<file path="config.mk">
export PLATFORM = sky130hd
export DESIGN_NAME = bm_case_encode
export DESIGN_NICKNAME = d
export VERILOG_FILES = /design/src/rtl/bm_encode_pkg.sv /design/src/rtl/bm_onehot_enc.sv /design/src/rtl/bm_case_encode.sv
export SDC_FILE = /design/constraint.sdc
export NUM_CORES = 1
export LEC_CHECK = 0
export CORE_UTILIZATION = 25
export CTS_CLUSTER_SIZE = 40
export DETAILED_ROUTE_END_ITERATION = 16
export GPL_TIMING_DRIVEN = 0
export HOLD_SLACK_MARGIN = 0.03
export SETUP_SLACK_MARGIN = 0.3
export SLEW_MARGIN = 0
export SYNTH_ARGS = -nofsm -noshare
export SYNTH_HDL_FRONTEND = slang
export SYNTH_SLANG_ARGS = --single-unit
</file>
<file path="constraint.sdc">
create_clock -name clock -period 2.65 [get_ports clock]
set_input_delay 0.3975 -clock clock [delete_from_list [all_inputs] [get_ports clock]]
set_output_delay 0.3975 -clock clock [all_outputs]
set_load 0.05 [all_outputs]
</file>
<file path="src/rtl/bm_encode_pkg.sv">
// Shared constants and types for the bm_case_encode slice.
// Optional feature macro: BM_ENCODE_PRIORITY_EN (multi-hot -> lowest set index).
package bm_encode_pkg;

  localparam int unsigned BITS_DEFAULT = 2;
  localparam int unsigned FIFO_DEPTH   = 2;
  localparam int unsigned ERR_CNT_W    = 4;
  localparam logic [ERR_CNT_W-1:0] ERR_CNT_SAT = 4'd15;

  typedef enum logic [1:0] {
    OCC_EMPTY = 2'd0,
    OCC_ONE   = 2'd1,
    OCC_FULL  = 2'd2
  } occ_t;

  // Input vector width for a given code width.
  function automatic int unsigned vec_width(input int unsigned bits);
    return 32'd1 << bits;
  endfunction

endpackage

</file>
<file path="src/rtl/bm_onehot_enc.sv">
// Combinational one-hot to binary encoder with an "unencodable" flag.
// Optional feature macro: BM_ENCODE_PRIORITY_EN (multi-hot -> lowest set index).
module bm_onehot_enc
  import bm_encode_pkg::*;
#(
  parameter int unsigned BITS = BITS_DEFAULT
) (
  input  logic [vec_width(BITS)-1:0] in_vec,
  output logic [BITS-1:0]            code,
  output logic                       err
);

  localparam int unsigned N = vec_width(BITS);

  logic found;

`ifdef BM_ENCODE_PRIORITY_EN
  // Lowest set bit wins; only an all-zero vector is an error.
  always_comb begin
    code  = '0;
    found = 1'b0;
    for (int unsigned i = 0; i < N; i++) begin
      if (in_vec[i] && !found) begin
        code  = BITS'(i);
        found = 1'b1;
      end
    end
    err = !found;
  end
`else
  logic multi;

  // Exactly one set bit encodes; zero or multi-hot reports code 0 with err.
  always_comb begin
    code  = '0;
    found = 1'b0;
    multi = 1'b0;
    for (int unsigned i = 0; i < N; i++) begin
      if (in_vec[i]) begin
        if (!found) begin
          code  = BITS'(i);
          found = 1'b1;
        end else begin
          multi = 1'b1;
        end
      end
    end
    err = !found || multi;
    if (multi) begin
      code = '0;
    end
  end
`endif

endmodule

</file>
<file path="src/rtl/bm_case_encode.sv">
// Encoder with valid/ready handshakes, 2-entry result FIFO and a saturating
// error counter. Optional feature macro: BM_ENCODE_PRIORITY_EN.
module bm_case_encode
  import bm_encode_pkg::*;
#(
  parameter int unsigned BITS = BITS_DEFAULT
) (
  input  logic                       clock,
  input  logic                       reset,
  input  logic                       in_valid,
  output logic                       in_ready,
  input  logic [vec_width(BITS)-1:0] in_vec,
  output logic                       out_valid,
  input  logic                       out_ready,
  output logic [BITS-1:0]            out_code,
  output logic                       out_err,
  output logic [ERR_CNT_W-1:0]       err_count
);

  occ_t            occ;
  logic [BITS-1:0] code_q [FIFO_DEPTH];
  logic            err_q  [FIFO_DEPTH];

  logic [BITS-1:0] enc_code;
  logic            enc_err;
  logic            push;
  logic            pop;

  bm_onehot_enc #(.BITS(BITS)) u_enc (
    .in_vec (in_vec),
    .code   (enc_code),
    .err    (enc_err)
  );

  // Handshake qualification; entry 0 is always the FIFO head.
  always_comb begin
    out_valid = (occ != OCC_EMPTY);
    push      = in_valid && in_ready;
    pop       = out_valid && out_ready;
    out_code  = code_q[0];
    out_err   = err_q[0];
  end

  // Occupancy FSM, FIFO storage, registered in_ready and error counter.
  always_ff @(posedge clock) begin
    if (reset) begin
      occ       <= OCC_EMPTY;
      in_ready  <= 1'b0;
      code_q    <= '{default: '0};
      err_q     <= '{default: 1'b0};
      err_count <= '0;
    end else begin
      // in_ready is set to (next occupancy != FULL) in every branch.
      unique case (occ)
        OCC_EMPTY: begin
          if (push) begin
            code_q[0] <= enc_code;
            err_q[0]  <= enc_err;
            occ       <= OCC_ONE;
          end
          in_ready <= 1'b1;
        end
        OCC_ONE: begin
          if (push && pop) begin
            code_q[0] <= enc_code;
            err_q[0]  <= enc_err;
            in_ready  <= 1'b1;
          end else if (push) begin
            code_q[1] <= enc_code;
            err_q[1]  <= enc_err;
            occ       <= OCC_FULL;
            in_ready  <= 1'b0;
          end else if (pop) begin
            occ      <= OCC_EMPTY;
            in_ready <= 1'b1;
          end else begin
            in_ready <= 1'b1;
          end
        end
        OCC_FULL: begin
          if (pop) begin
            code_q[0] <= code_q[1];
            err_q[0]  <= err_q[1];
            occ       <= OCC_ONE;
            in_ready  <= 1'b1;
          end else begin
            in_ready <= 1'b0;
          end
        end
        default: begin
          occ      <= OCC_EMPTY;
          in_ready <= 1'b1;
        end
      endcase

      if (push && enc_err && (err_count != ERR_CNT_SAT)) begin
        err_count <= err_count + 1'b1;
      end
    end
  end

endmodule
</file>
==> flow_metrics.env, run 1 <==
export IMPL_outcome="finished clean"
export IMPL_coreArea_sq_mm=0.00308
export IMPL_register_bit_total_from_synthesis=13
export IMPL_synth_most_common_cell="sky130_fd_sc_hd__dfxtp_1"
export IMPL_tritoncts_num_buffers=3
export IMPL_crit_slowest_cell="sky130_fd_sc_hd__a22oi_1"
export IMPL_grt_pass1_wl_mm=3.02
export IMPL_setup_violations=0
export IMPL_numPortBuffers=15
export IMPL_post_place_ws_ps=507
export IMPL_slew_headroom_pct=59.7
export IMPL_grt_antenna_before_repair=0
export IMPL_syn_nets=108
export IMPL_post_route_drc_count=0
export IMPL_insertion_delay_ps=270
export IMPL_netlist_area_leader_share_pct=31.9
export IMPL_critPathRequiredTime_ps=2840
export IMPL_maximum_number_of_pins_on_one_net_before_global_route_repair=11
export IMPL_timing_worst_setup_path_type="flip-flop to flip-flop"
export IMPL_cts_buffer_depth=2
export IMPL_fp_row_count=20
export IMPL_worstHoldStart="code_q[1]"
export IMPL_dieHeight_microns=59.1
export IMPL_grt_total_usage_pct=11.2
export IMPL_final_period_minus_worst_setup_slack_ps=1960
export IMPL_post_synth_num_cell_types=33
export IMPL_wirelength_mm=1.68
export IMPL_setup_tns_final_ps=0
export IMPL_synth_flop_cell="sky130_fd_sc_hd__dfxtp_1"
export IMPL_initial_utilization_pct=26.5
export IMPL_drt_wirelength_per_cell_microns=10.7
export IMPL_vdd_drop_max_uv=543
export IMPL_timing_critical_path_from_type="flip-flop"
export IMPL_rr_endpoint="out_code[1]"
export IMPL_final_layout_size_suffix_gt1_share_pct=8.85
export IMPL_ys_async_rst_share_pct=0
export IMPL_syn_inst=94
export IMPL_dr_total_vias=743
export IMPL_gp_congestion=0.837
export IMPL_post_route_period_util_pct=73.9
export IMPL_holdCritPathClass="flip-flop to flip-flop"
export IMPL_drv_cap=0
export IMPL_max_freq_mhz=511
export IMPL_area_delta_synth_final_pct=28.7
export IMPL_setup_slack_ps=691
export IMPL_synth_edff_count=0
export IMPL_post_synth_cell_area_avg_sq_um=8.68
export IMPL_endpoints_failing_hold=0
export IMPL_initialDrtViolationCount=25
export IMPL_reg2reg_slack_ps=690
export IMPL_grt_pass1_vias=683
export IMPL_unrepaired_setup_endpoints_after_global_routing="no"
export IMPL_tot_pwr_mw=0.900
export IMPL_routed_via_density=4.73
export IMPL_netlist_top_cell_by_area="sky130_fd_sc_hd__dfxtp_1"
export IMPL_final_net_count=128
export IMPL_yosysWarnings=0
export IMPL_worst_pin_slew_ps=604
export IMPL_path_max_fanout=9
export IMPL_synth_area_leaders="sky130_fd_sc_hd__dfxtp_1 (32%), sky130_fd_sc_hd__ha_1 (9.2%), sky130_fd_sc_hd__a21oi_1 (5.5%)"
export IMPL_die_area_sq_mm=0.00350
export IMPL_number_of_cells_on_the_worst_reg_to_reg_path=6
export IMPL_timing_critical_path_cells="inv_1 > ha_1 > clkbuf_1 > a22oi_1 > a21oi_1 > a311oi_1"
export IMPL_mappedNetlistArea_sq_um=816
export IMPL_setup_skew_ps=1.58
export IMPL_antenna_left=0
export IMPL_synth_top_cells_by_count="sky130_fd_sc_hd__dfxtp_1 (13), sky130_fd_sc_hd__a21oi_1 (9), sky130_fd_sc_hd__nor2_1 (7)"
export IMPL_die_w_microns=59.1
export IMPL_design_portCount=17
export IMPL_dp_hpwl_mm=1.28
export IMPL_firstDrtPassIters=4
export IMPL_timing_critical_path_arrival_ps=2140
export IMPL_numClockSinks=13
export IMPL_cts_setup_buffers=0
export IMPL_worstHoldEndpoint="code_q[1]"
export IMPL_cts_clk_slew_worst_paths_ps=80
export IMPL_hold_path_depth=2
export IMPL_antennaDiodeCount=0
export IMPL_p_per_area_mw_per_mm2=858
export IMPL_slew_viol_final=0
export IMPL_reg2reg_from="occ[0]"
export IMPL_cts_tree="built"
export IMPL_power_leakage_nw=0.409
export IMPL_clockRootBuffer="sky130_fd_sc_hd__clkbuf_4"
export IMPL_ys_seq_area_share_pct=31.9
export IMPL_grt_remaining_overflow=0
export IMPL_htree_levels=1
export IMPL_cpPeakStageDelay_ps=570
export IMPL_critPathCaptureType="flip-flop"
-- sequential cells by signal (all words and copies together), names as in the netlist --
register / count
in_ready: 1
out_code: 2
occ: 2
out_err: 1
err_q: 1
err_count: 4
code_q: 2
-- area by class of cell --
type                            count  area [sq um]
Fill cell                         351          2030
Multi-Input combinational cell     72           514
Sequential cell                    13           260
Timing Repair Buffer               15           153
Tap cell                           44          55.1
Clock buffer                        4          26.3
Buffer                              5          26.3
Inverter                            4          15.0
-- repair_timing --
action / CTS / global route
resized for setup: 0 / 1
setup endpoints to repair: 0 / 1
hold buffers: 0 / 0
-- through the flow --
stage	instances	instance area (sq um)	hold WS, ps	util [%]
3_5_place_dp	153	1020	472	33.2
2_1_floorplan	94	816	453	-
4_1_cts	157	1050	485	34.0
5_1_grt	157	1050	529	34.1
3_3_place_gp	153	1020	461	33.2
6_report	157	1050	486	34.1
-- worst max-delay path by stage --
stage / from / cells after the start / end
after floorplan: err_count[0] / 4 / err_count[2]
after global placement: in_vec[3] / 5 / err_count[2]
after detailed placement: in_vec[3] / 5 / err_count[3]
after CTS: occ[0] / 4 / out_valid
after global routing: occ[0] / 6 / out_code[0]
final: occ[0] / 6 / out_code[1]
-- routing by layer --
layer  global-route usage (%)  vias up  wire length, microns
li1                         -      378                     -
met1                     15.8      344                   864
met2                     16.9       19                   720
met3                     4.15        2                    89
met4                     1.02        0                     4
met5                        0        -                     0
-- critical path: cells and delay by family (launching register included) --
family          cells  cell delay (ps)
compound gates      3              960
flops               1              400
buf+inv             2              320
fa+ha+maj           1              200
-- layout by cell type (no fill, tap or decap), drive strengths merged, types with 2 or more instances in the layout --
master / netlist / final
a21oi: 9 / 9
a311oi: 2 / 2
buf: 2 / 2
clkbuf: 3 / 7
clkdlybuf4s50: 0 / 14
dfxtp: 13 / 13
ha: 6 / 6
inv: 4 / 4
mux2: 4 / 4
mux2i: 3 / 3
nand2: 5 / 5
nand2b: 4 / 4
nand3: 2 / 2
nor2: 7 / 7
nor2b: 5 / 5
nor3: 4 / 4
o211ai: 2 / 2
o21ai: 5 / 5
or4b: 2 / 2
xnor2: 2 / 2
-- power breakdown --
part	total, mW	switching, mW	internal [mW]	leakage, nW
combinational	0.508	0.313	0.195	0.288
clock	0.122	0.0640	0.0583	0.0150
sequential	0.270	0.0319	0.238	0.106
total	0.900	0.409	0.491	0.409
-- cells by family (layout without fill, tap and decap cells) --
| group | count (synthesis) | count (layout) | synth area share, % |
|---|---|---|---|
| AND/OR/NAND/NOR | 35 | 35 | 24.4 |
| AO/OA/AOI/OAI | 22 | 22 | 17.6 |
| flip-flops | 13 | 13 | 31.9 |
| buffers and inverters | 9 | 28 | 5.06 |
| multiplexers | 7 | 7 | 9.66 |
| adder cells (fa/ha/maj) | 6 | 6 | 9.20 |
| XOR/XNOR | 2 | 2 | 2.15 |
Note: power is estimated with default switching activity, not from simulation.
==> inputs of run 2 (changes only) <==
==> constraint.sdc (replaced) <==
create_clock -name clock -period 1.6 [get_ports clock]
set_input_delay 0.24 -clock clock [delete_from_list [all_inputs] [get_ports clock]]
set_output_delay 0.24 -clock clock [all_outputs]
set_load 0.05 [all_outputs]
==> run 2 against run 1 <==
Effect of this change:
- die area is the same
- sequential share of layout area down 2.7 points
- cell area grew 21%
- global-route usage is 0.51 points higher
- non-clock buffer count is 10 higher
- critical path type unchanged
- largest power group unchanged
- highest routed layer unchanged
==> flow_metrics.env, run 2 (synthesis gave the netlist of run 1 again) <==
export IMPL_endpoints_failing_hold=0
export IMPL_gp_congestion=0.766
export IMPL_detailed_place_area_sq_mm=0.00109
export IMPL_clockRootBuffer="sky130_fd_sc_hd__clkbuf_4"
export IMPL_route_top_layer_used="met4"
export IMPL_worstHoldStart="in_vec[0]"
export IMPL_numPortBuffers=15
export IMPL_wirelength_mm=1.91
export IMPL_routed_via_density=4.66
export IMPL_numClockSinks=13
export IMPL_count_of_placed_standard_cells_including_taps=153
export IMPL_final_period_minus_worst_setup_slack_ps=1590
export IMPL_grt_pass1_wl_mm=3.11
export IMPL_instances_no_fill=167
export IMPL_route_layer_met1_wl_microns=781
export IMPL_design_portCount=17
export IMPL_setup_violations=0
export IMPL_maximum_number_of_pins_on_one_net_before_global_route_repair=11
export IMPL_final_layout_size_suffix_gt1_share_pct=51.2
export IMPL_post_route_drc_count=0
export IMPL_initialDrtViolationCount=24
export IMPL_p_per_area_mw_per_mm2=1380
export IMPL_timing_worst_setup_path_type="flip-flop to flip-flop"
export IMPL_timing_critical_path_from="occ[0]"
export IMPL_cts_buffer_depth=2
export IMPL_setup_tns_final_ps=0
export IMPL_drt_wirelength_per_cell_microns=11.4
export IMPL_slew_viol_final=0
export IMPL_dr_total_vias=779
export IMPL_antennaDiodeCount=0
export IMPL_reg2reg_from="occ[0]"
export IMPL_timing_critical_path_arrival_ps=1760
export IMPL_dp_hpwl_mm=1.27
export IMPL_die_area_sq_mm=0.00350
export IMPL_outcome="finished clean"
export IMPL_grt_remaining_overflow=0
export IMPL_setup_skew_ps=6.01
export IMPL_worst_pin_slew_ps=485
export IMPL_tot_pwr_mw=1.75
export IMPL_cts_hold_buffers=0
export IMPL_timing_critical_path_from_type="flip-flop"
export IMPL_grt_total_usage_pct=11.7
export IMPL_tritoncts_num_buffers=3
export IMPL_post_route_period_util_pct=99.6
export IMPL_cell_area_after_layout_sq_mm=0.00127
export IMPL_route_met3_wl_microns=81
export IMPL_unrepaired_setup_endpoints_after_global_routing="yes"
export IMPL_area_delta_synth_final_pct=56.1
export IMPL_coreArea_sq_mm=0.00308
export IMPL_met2_wirelength_mm=1.01
export IMPL_htree_levels=1
export IMPL_die_w_microns=59.1
export IMPL_grt_antenna_before_repair=0
export IMPL_final_cell_mix="sky130_fd_sc_hd__buf_4 (12), sky130_fd_sc_hd__buf_2 (8), sky130_fd_sc_hd__nor2_1 (7)"
export IMPL_final_net_count=138
export IMPL_critPathRequiredTime_ps=1770
export IMPL_grt_pass1_vias=691
export IMPL_largest_reg_flops=4
export IMPL_firstDrtPassIters=4
export IMPL_cts_tree="built"
export IMPL_antenna_left=0
export IMPL_max_freq_mhz=627
export IMPL_dieHeight_microns=59.1
export IMPL_path_max_fanout=7
export IMPL_insertion_delay_ps=280
export IMPL_power_leakage_nw=0.498
export IMPL_cts_clk_slew_worst_paths_ps=90
export IMPL_critPathCaptureType="flip-flop"
export IMPL_holdCritPathClass="input pin to flip-flop"
export IMPL_final_common_cell="sky130_fd_sc_hd__buf_4"
export IMPL_fp_row_count=20
export IMPL_drv_cap=0
export IMPL_initial_utilization_pct=26.5
export IMPL_slew_headroom_pct=67.7
export IMPL_vdd_drop_max_uv=374
export IMPL_registers_top_by_ff_count="err_count"
run 2: area by class of cell:
cell class	instances	area, sq um
plain buffers	5	36.3
clock buffers	3	22.5
clock inverters	1	5.00
fillers	315	1800
inverters	4	20.0
multi-input cells	72	657
flip-flops and latches	13	282
well taps	44	55.1
repair buffers	25	196
run 2: path summary, 6_finish.rpt:
check             slack [ps]  cells after the start   endpoint
hold reg to reg          480                      2   err_q[0]
setup reg to reg           6                      5     occ[0]
setup / recovery           6                      5     occ[0]
hold / removal           270                      4  code_q[0]
run 2: timing repair:
action / 4_1_cts / 5_1_grt
pin swaps: 8 / 6
gates resized for setup: 60 / 21
buffers inserted: 5 / 5
setup endpoints to repair: 22 / 16
hold endpoints to repair: 0 / 0
run 2: metal layers:
layer	up-vias	GRT usage (%)
met2	19	20.6
met3	4	2.62
met1	362	13.6
met4	0	5.10
li1	394	-
met5	-	0
run 2: critical path, cell delays in order, from the launching register on:
cell                       delay [ps]
sky130_fd_sc_hd__dfxtp_4          380
sky130_fd_sc_hd__inv_4             50
sky130_fd_sc_hd__ha_4             170
sky130_fd_sc_hd__nand4b_1         260
sky130_fd_sc_hd__o211ai_1         260
sky130_fd_sc_hd__mux2_2           360
run 2: through the flow:
step / setup slack, ps / utilization (%) / hold slack [ps]
4_1_cts: 83.4 / 38.6 / 257
2_1_floorplan: 184 / - / 420
3_3_place_gp: -341 / 35.6 / 466
3_5_place_dp: -362 / 35.6 / 470
5_1_grt: -48.5 / 41.4 / 287
6_report: 6.22 / 41.4 / 266
run 2: power breakdown:
group          switching, mW  internal (mW)
combinational          0.593          0.470
sequential            0.0698          0.409
clock                  0.120         0.0928
==> inputs of run 3 (changes only) <==
--- a/config.mk
+++ b/config.mk
@@ -5,6 +5,7 @@
 export SDC_FILE = /design/constraint.sdc
 export NUM_CORES = 1
 export LEC_CHECK = 0
+export CAP_MARGIN = 20
 export CORE_UTILIZATION = 25
 export CTS_CLUSTER_SIZE = 40
 export DETAILED_ROUTE_END_ITERATION = 16
==> results of run 3 <==
No change in the layout: final DEF, timing and power equal those of run 2.
